$ cat src/rtl/number_to_seven_seg_if.sv
// Purpose : bundles the digit-encoder data/control signals between display scanner and encoder.
// Latency : n/a (wiring only).
// Backpress: none; the encoder accepts a load every cycle.
//
// Signals:
//   number[3:0] hex digit to encode           (master -> slave)
//   load        capture strobe for number/dp  (master -> slave)
//   dp          decimal point request, 1=lit  (master -> slave)
//   blank       level, 1 = all segments unlit (master -> slave)
//   lamp_test   level, 1 = all segments lit   (master -> slave, only with LAMP_TEST_EN)
//   seg[0:7]    a,b,c,d,e,f,g,dp              (slave -> master)
//   valid       one-cycle pulse per load      (slave -> master)
// Optional feature macro: LAMP_TEST_EN
interface number_to_seven_seg_if;
    logic [3:0] number;
    logic       load;
    logic       dp;
    logic       blank;
`ifdef LAMP_TEST_EN
    logic       lamp_test;
`endif
    logic [0:7] seg;
    logic       valid;

    modport master (
`ifdef LAMP_TEST_EN
        output lamp_test,
`endif
        output number, load, dp, blank,
        input  seg, valid
    );

    modport slave (
`ifdef LAMP_TEST_EN
        input  lamp_test,
`endif
        input  number, load, dp, blank,
        output seg, valid
    );
endinterface

$ cat src/rtl/number_to_seven_seg.sv
// Purpose : registered hex-nibble to seven-segment (+dp) encoder for one display digit.
// Latency : 1 clock from input sample edge to seg/valid.
// Backpress: none; back-to-back loads accepted every cycle, each yields its own valid pulse.
//
// Ports:
//   clk    rising-edge clock shared with the display scanner
//   rst_n  asynchronous active-low reset (seg all unlit, valid 0, held digit 0)
//   bus    number_to_seven_seg_if.slave: number/load/dp/blank[/lamp_test] in, seg/valid out
// Parameter ACTIVE_LOW: 1 = segment lit by driving 0, 0 = lit by driving 1.
// Optional feature macro: LAMP_TEST_EN (adds the lamp_test override, highest priority).
module number_to_seven_seg #(
    parameter bit ACTIVE_LOW = 1'b1
) (
    input  logic                 clk,
    input  logic                 rst_n,
    number_to_seven_seg_if.slave bus
);

    // All-unlit level in the output polarity.
    localparam logic [0:7] SEG_OFF = ACTIVE_LOW ? 8'hFF : 8'h00;

    logic [3:0] r_hold;
    logic       r_dp;
    logic [0:7] r_seg;
    logic       r_valid;

    logic [3:0] w_digit;
    logic       w_dp;
    logic [0:7] w_pat_al;
    logic [0:7] w_seg_al;
    logic [0:7] w_seg_next;

    // Active-low pattern, literal written seg[0]..seg[7] (a..g, dp unlit).
    function automatic logic [0:7] encode(input logic [3:0] n);
        logic [0:7] p;
        case (n)
            4'h0: p = 8'b00000011;
            4'h1: p = 8'b10011111;
            4'h2: p = 8'b00100101;
            4'h3: p = 8'b00001101;
            4'h4: p = 8'b10011001;
            4'h5: p = 8'b01001001;
            4'h6: p = 8'b01000001;
            4'h7: p = 8'b00011111;
            4'h8: p = 8'b00000001;
            4'h9: p = 8'b00001001;
            4'hA: p = 8'b00010001;
            4'hB: p = 8'b11000001;
            4'hC: p = 8'b01100011;
            4'hD: p = 8'b10000101;
            4'hE: p = 8'b01100001;
            4'hF: p = 8'b01110001;
        endcase
        return p;
    endfunction

    // A load shows its digit on the very next edge, so bypass the hold register.
    always_comb begin
        w_digit = bus.load ? bus.number : r_hold;
        w_dp    = bus.load ? bus.dp     : r_dp;
    end

    always_comb begin
        w_pat_al    = encode(w_digit);
        w_pat_al[7] = ~w_dp;
    end

    // Overrides act on the output only; the held digit is untouched so
    // releasing them restores it. Later assignment wins: lamp_test > blank.
    always_comb begin
        w_seg_al = w_pat_al;
        if (bus.blank) begin
            w_seg_al = 8'hFF;
        end
`ifdef LAMP_TEST_EN
        if (bus.lamp_test) begin
            w_seg_al = 8'h00;
        end
`endif
    end

    always_comb begin
        w_seg_next = ACTIVE_LOW ? w_seg_al : ~w_seg_al;
    end

    always_ff @(posedge clk or negedge rst_n) begin
        if (!rst_n) begin
            r_hold  <= 4'h0;
            r_dp    <= 1'b0;
            r_seg   <= SEG_OFF;
            r_valid <= 1'b0;
        end else begin
            if (bus.load) begin
                r_hold <= bus.number;
                r_dp   <= bus.dp;
            end
            r_seg   <= w_seg_next;
            r_valid <= bus.load;
        end
    end

    assign bus.seg   = r_seg;
    assign bus.valid = r_valid;

endmodule

$ cat src/flat_wrapper.sv
// flat-port wrapper written by rule: the top's interface ports become plain ports
module number_to_seven_seg_flat 
#(
    parameter bit ACTIVE_LOW = 1'b1
)
  (clk, rst_n, bus_number, bus_load, bus_dp, bus_blank, bus_seg, bus_valid);
  number_to_seven_seg_if bus_i ();
  input  logic clk;
  input  logic rst_n;
  input wire logic [$bits(bus_i.number)-1:0] bus_number;
  input wire logic [$bits(bus_i.load)-1:0] bus_load;
  input wire logic [$bits(bus_i.dp)-1:0] bus_dp;
  input wire logic [$bits(bus_i.blank)-1:0] bus_blank;
  output wire logic [$bits(bus_i.seg)-1:0] bus_seg;
  output wire logic [$bits(bus_i.valid)-1:0] bus_valid;
  assign bus_i.number = bus_number;
  assign bus_i.load = bus_load;
  assign bus_i.dp = bus_dp;
  assign bus_i.blank = bus_blank;
  assign bus_seg = bus_i.seg;
  assign bus_valid = bus_i.valid;
  number_to_seven_seg #(.ACTIVE_LOW(ACTIVE_LOW)) u_core (.clk(clk), .rst_n(rst_n), .bus(bus_i));
endmodule
$ cat config.mk
export PLATFORM = sky130hd
export DESIGN_NAME = number_to_seven_seg_flat
export DESIGN_NICKNAME = d
export VERILOG_FILES = /design/src/rtl/number_to_seven_seg_if.sv /design/src/rtl/number_to_seven_seg.sv /design/src/flat_wrapper.sv
export SDC_FILE = /design/constraint.sdc
export NUM_CORES = 1
export LEC_CHECK = 0
export ABC_AREA = 1
export ABC_CLOCK_PERIOD_IN_PS = 3600
export CORE_MARGIN = 1.5
export CORE_UTILIZATION = 50
export CTS_BUF_LIST = sky130_fd_sc_hd__clkbuf_8
export CTS_CLUSTER_DIAMETER = 200
export DETAILED_ROUTE_END_ITERATION = 16
export GPL_TIMING_DRIVEN = 0
export PLACE_DENSITY_LB_ADDON = 0.05
export SETUP_SLACK_MARGIN = 0.2
export SLEW_MARGIN = 15
export SYNTH_ARGS = -nofsm -noshare
export SYNTH_HDL_FRONTEND = slang
export SYNTH_SLANG_ARGS = --single-unit
$ cat constraint.sdc
create_clock -name clk -period 3.6 [get_ports clk]
set_clock_uncertainty 0.1 [all_clocks]
set_input_delay 0.36 -clock clk [delete_from_list [all_inputs] [get_ports clk]]
set_output_delay 0.36 -clock clk [all_outputs]
set_load 0.005 [all_outputs]
Word-level counts from Yosys, hierarchy flattened
Memories as Yosys holds them, arrays and structs flattened.
Cells that the tools add are included.
W data, S select, Z words.
{ "totals": {"reg_bits": 14, "romBits": 112, "output_inout_bits": 9, "mem_count": 1} }
{ "op_classes": {"mux": 3, "n_bitwise": 1} }
{ "mem_list": {"columns": ["memory", "words", "word_bits", "read_ports", "rd_ports_with_merged_regs", "wr", "line", "text"], "rows": [
  ["(no name shown)", 16, 7, 1, 0, 0, "number_to_seven_seg.sv:36", "case (n)"]
]} }
{ "ops": {"columns": ["op", "n"], "rows": [
  ["$mux W8", 1],
  ["$mux W4", 1],
  ["$mux W1", 1],
  ["$not A1 Y1", 1]
]} }

Depth between registers and ports, before layout
{ "depth": {"depth_word": 3, "depth_mapped": 10} }

Worst setup path after synthesis
OpenSTA, ideal clock, no wires.
{ "synth_timing": {"kind": "input to register", "start": "input bus_load", "end": "register u_core.r_seg (netlist bit u_core.bus.seg[1])", "setup_ns": 0.079, "arrival_time_ns": 1.316, "slack_ns": 2.105, "cell_stages": 7, "path_buffers": 1, "path_cell_list": "buf_6 o21ai_1 ha_1 inv_1 nor2_1 a21oi_1 nand2_1"} }
{ "synth_between": {"elab_chain_cells": 3} }
{ "synth_lines": {"columns": ["element", "line", "text"], "rows": [
  ["start, declared", "flat_wrapper.sv:11", "input wire logic [$bits(bus_i.load)-1:0] bus_load;"],
  ["$mux W4", null, null],
  ["$mem_v2 Z16 W7", null, null],
  ["$mux W8", "number_to_seven_seg.sv:72", "if (bus.blank) begin"],
  ["named net u_core.w_seg_al, one bit", "number_to_seven_seg.sv:30", "logic [0:7] w_seg_al;"],
  ["end signal, assigned", "number_to_seven_seg.sv:97", "r_seg <= w_seg_next;"],
  ["end, declared", "number_to_seven_seg.sv:24", "logic [0:7] r_seg;"]
]} }
The timed path passes the listed nets, and every way through them passes these cells.

Final worst setup path
{ "layout_timing": {"start": "input bus_load", "end": "register u_core.r_seg (netlist bit u_core.bus.seg[3])"} }
{ "layout_between": {"elab_chain_cells": 3} }
{ "layout_lines": {"columns": ["element", "line", "text"], "rows": [
  ["$mux W4", null, null],
  ["named net u_core.w_digit[0]", "number_to_seven_seg.sv:27", "logic [3:0] w_digit;"],
  ["$mem_v2 Z16 W7", null, null],
  ["$mux W8", "number_to_seven_seg.sv:72", null],
  ["named net u_core.w_seg_al, one bit", "number_to_seven_seg.sv:30", null]
]} }
The timed path passes the listed nets, and every way through them passes these cells.

==> reports/qor.yml <==
layout:
  nNetsFinal: 129
  area_growth_pct: 28.4
  multi_input_area_um2: 412
  n_antenna_cell: 0
  fill_cells: 114
  utilization_pct: 69.8
  drive_gt1_share_pct: 23.9
  ff_latch_area_um2: 360
pwr:
  clkPwrFrac_pct: 31.2
  p_per_area_nw_per_um2: 391
  leakagePower_nw: 0.507
  p_int_uw: 301
  p_total_uw: 416
  ir_drop_mv: 0.268
  p_sw_uw: 115
  p_sw_share_pct: 27.6
  p_comb_share_pct: 24.6
  p_seq_share_pct: 44.2
yosys:
  syn_inst: 92
  ys_ff_latch: 14
  synth_compound_area_share_pct: 6.80
  synth_nets: 107
  yosys.area_share.xor_xnor_pct: 0
  synth.area.mux_share_pct: 0
  ys_seq_area_share_pct: 43.5
  synth_area_leaders: "dfstp_2, dfrtp_1, nand2_1"
  synthAdderAreaFrac_pct: 9.06
  synth_top_family_by_area: "simple AND/OR/NAND/NOR gates"
  syn_avg_cell_area_um2: 9.00
  synthFlopType: "dfstp_2"
  async_flop_share_pct: 100
  syn-cell-area_um2: 828
  synth.top_cell.area_share_pct: 25.4
  synthTopCellsByCount: "nand2_1, nand3_1, inv_1, dfstp_2"
  yosysTopAreaCell: "dfstp_2"
  yosysWarnings: 0
  yosys.area_share.simple_pct: 33.8
  synth_enable_flop_cells: 0
  synth_cell_type_count: 17
  synth.most_common_cell: "nand2_1"
floorplanning:
  die_x_um: 43.7
  die_y_um: 43.7
  rows: 14
  die_area_um2: 1910
  start_util_pct: 54.4
  ios: 18
  design.core.area_um2: 1520
clocking:
  cts.sinks: 14
  clk_pin_slew_ns: 0.06
  cts_tree: "built"
  numCtsBuffers: 3
  cts.repair.resized: 0
  htree_num_levels: 1
  clkLatencyLatePin_ns: 0.24
  max-clock-path-buffers: 2
  cts_hold_buf: 0
  root_buffer: "clkbuf_8"
  cts_setup_buffers: 0
timing:
  fin_tns_setup_ns: 0
  min_period_ns: 1.91
  fmax_mhz: 524
  worst_pin_slew_ns: 0.623
  finalHoldViolCount: 0
  setup_violations: 0
  period_share_pct: 53.0
  slew_headroom_pct: 58.3
  rsz0062_at_grt: "no"
  slew_viol_final: 0
worst_hold_path:
  min_to: "u_core.r_dp$_DFF_PN0_"
  min_from: "u_core.r_dp$_DFF_PN0_"
  hold_depth: 2
  hold_path_class: "flip-flop to flip-flop"
run_status:
  status: "completed"
global_routing:
  track_usage_pct: 18.8
  grt_max_degree: 15
  grt_antenna_before_repair: 0
  grt_pass1_wl_um: 2700
  grt-ovfl-total: 0
  grt_pass1_vias: 609
setup_path:
  regToRegSetupSlack_ns: 2.08
  crit_fanout: 9
  worstSetupPathType: "input port to flip-flop"
  cp-start-kind: "input port"
  cp_data_arrival_time_ns: 1.99
  r2r-start: "u_core.r_hold[0]$_DFF_PN0_"
  regToRegEndpoint: "u_core.bus.seg[1]$_DFF_PN1_"
  cp_slowest_cell: "clkdlybuf4s50_1"
  worst-endpoint-required_ns: 3.68
  cp-end-kind: "flip-flop"
  max_stage_delay_ns: 0.50
  path_cells: "clkdlybuf4s50_1, buf_6, inv_8, o21ai_2, ha_1, nand3_1, nand3_1, nand2_1, nand2_1"
  reg2reg_depth: 6
placement:
  place_congestion: 0.876
  port_buffers: 17
  hpwl_um: 1130
route:
  drt_pass1_iterations: 4
  drtIter0Drc: 14
  vias: 636
  wl_per_cell_um: 11.5
  viasPerCell: 4.93
  wl_um: 1480
  drcViolationCount: 0
  antenna_left: 0
flow_run:
  maxCapViolations: 0
==> cells in the final DEF, fill, tap and decap left out <==
master,count
inv_8,1
o21ai_2,1
o21ai_1,2
ha_1,6
dfrtp_1,6
inv_1,10
o21ai_4,2
nand2_8,2
nand2_4,1
nand2_1,29
nor2_2,2
buf_6,1
dfstp_2,8
nor2_1,4
clkdlybuf4s50_1,17
a21oi_1,1
clkbuf_8,3
nand3_1,11
nand2_2,6
==> state kept, by name (all words and copies together) (netlist names) <==
name and cells:
u_core.bus.seg 8, u_core.bus.valid 1, u_core.r_hold 4, u_core.r_dp 1
==> cell type report <==
class                           instances  area share [%]
Timing Repair Buffer                   17            16.0
Sequential cell                        14            33.9
Clock inverter                          1           0.353
Clock buffer                            3            3.88
Buffer                                  1            1.06
Inverter                               10            4.24
Tap cell                               16            1.88
Multi-Input combinational cell         67            38.7
==> critical path: cells and delay by family <==
kind | cells | cell delay (ns)
AO/OA/AOI/OAI | 1 | 0.23
adder cells (fa/ha/maj) | 1 | 0.25
AND/OR/NAND/NOR | 4 | 0.40
buffers and inverters | 3 | 0.75
==> logic make-up (layout without fill, tap and decap cells) <==
family                   Yosys count  in the layout
AND/OR/NAND/NOR                   55             55
buffers and inverters             11             32
AO/OA/AOI/OAI                      6              6
adder cells (fa/ha/maj)            6              6
flip-flops                        14             14
==> how the worst max path moves through the flow <==
stage,start,to,slack [ns],cells past startpoint
floorplan,bus_load,u_core.bus.seg[1]$_DFF_PN1_,2.10,7
global placement,bus_load,u_core.bus.seg[3]$_DFF_PN1_,1.51,9
detailed placement,bus_load,u_core.bus.seg[1]$_DFF_PN1_,1.47,8
CTS,bus_load,u_core.bus.seg[3]$_DFF_PN1_,1.71,9
global route,bus_load,u_core.bus.seg[3]$_DFF_PN1_,1.59,9
finish,bus_load,u_core.bus.seg[3]$_DFF_PN1_,1.69,9
==> power by group through the flow <==
| stage | Clock [mW] | Sequential [mW] | Combinational [mW] |
|---|---|---|---|
| global route | 0.136 | 0.185 | 0.115 |
| CTS | 0.131 | 0.184 | 0.103 |
| finish | 0.130 | 0.184 | 0.102 |
| global placement | 0 | 0.186 | 0.101 |
| floorplan | 0 | 0.188 | 0.0587 |
| detailed placement | 0 | 0.187 | 0.102 |
==> through the flow <==
step	std cells	instance area, um2	hold WS, ns	setup slack, ns
after floorplan	92	828	-0.0356	2.10
after global placement	125	1020	0.360	1.51
after detailed placement	125	1020	0.369	1.47
after CTS	129	1060	0.384	1.71
after global routing	129	1060	0.404	1.59
final	129	1060	0.380	1.69
==> per-layer routing <==
layer	share of wire, %	up-vias	track usage (%)
li1	-	331	-
met1	46	284	24.9
met2	47	19	30.6
met3	5.5	2	2.92
met4	0.95	0	7.27
met5	0	-	0
No activity file was read; power rests on OpenSTA's default activity.
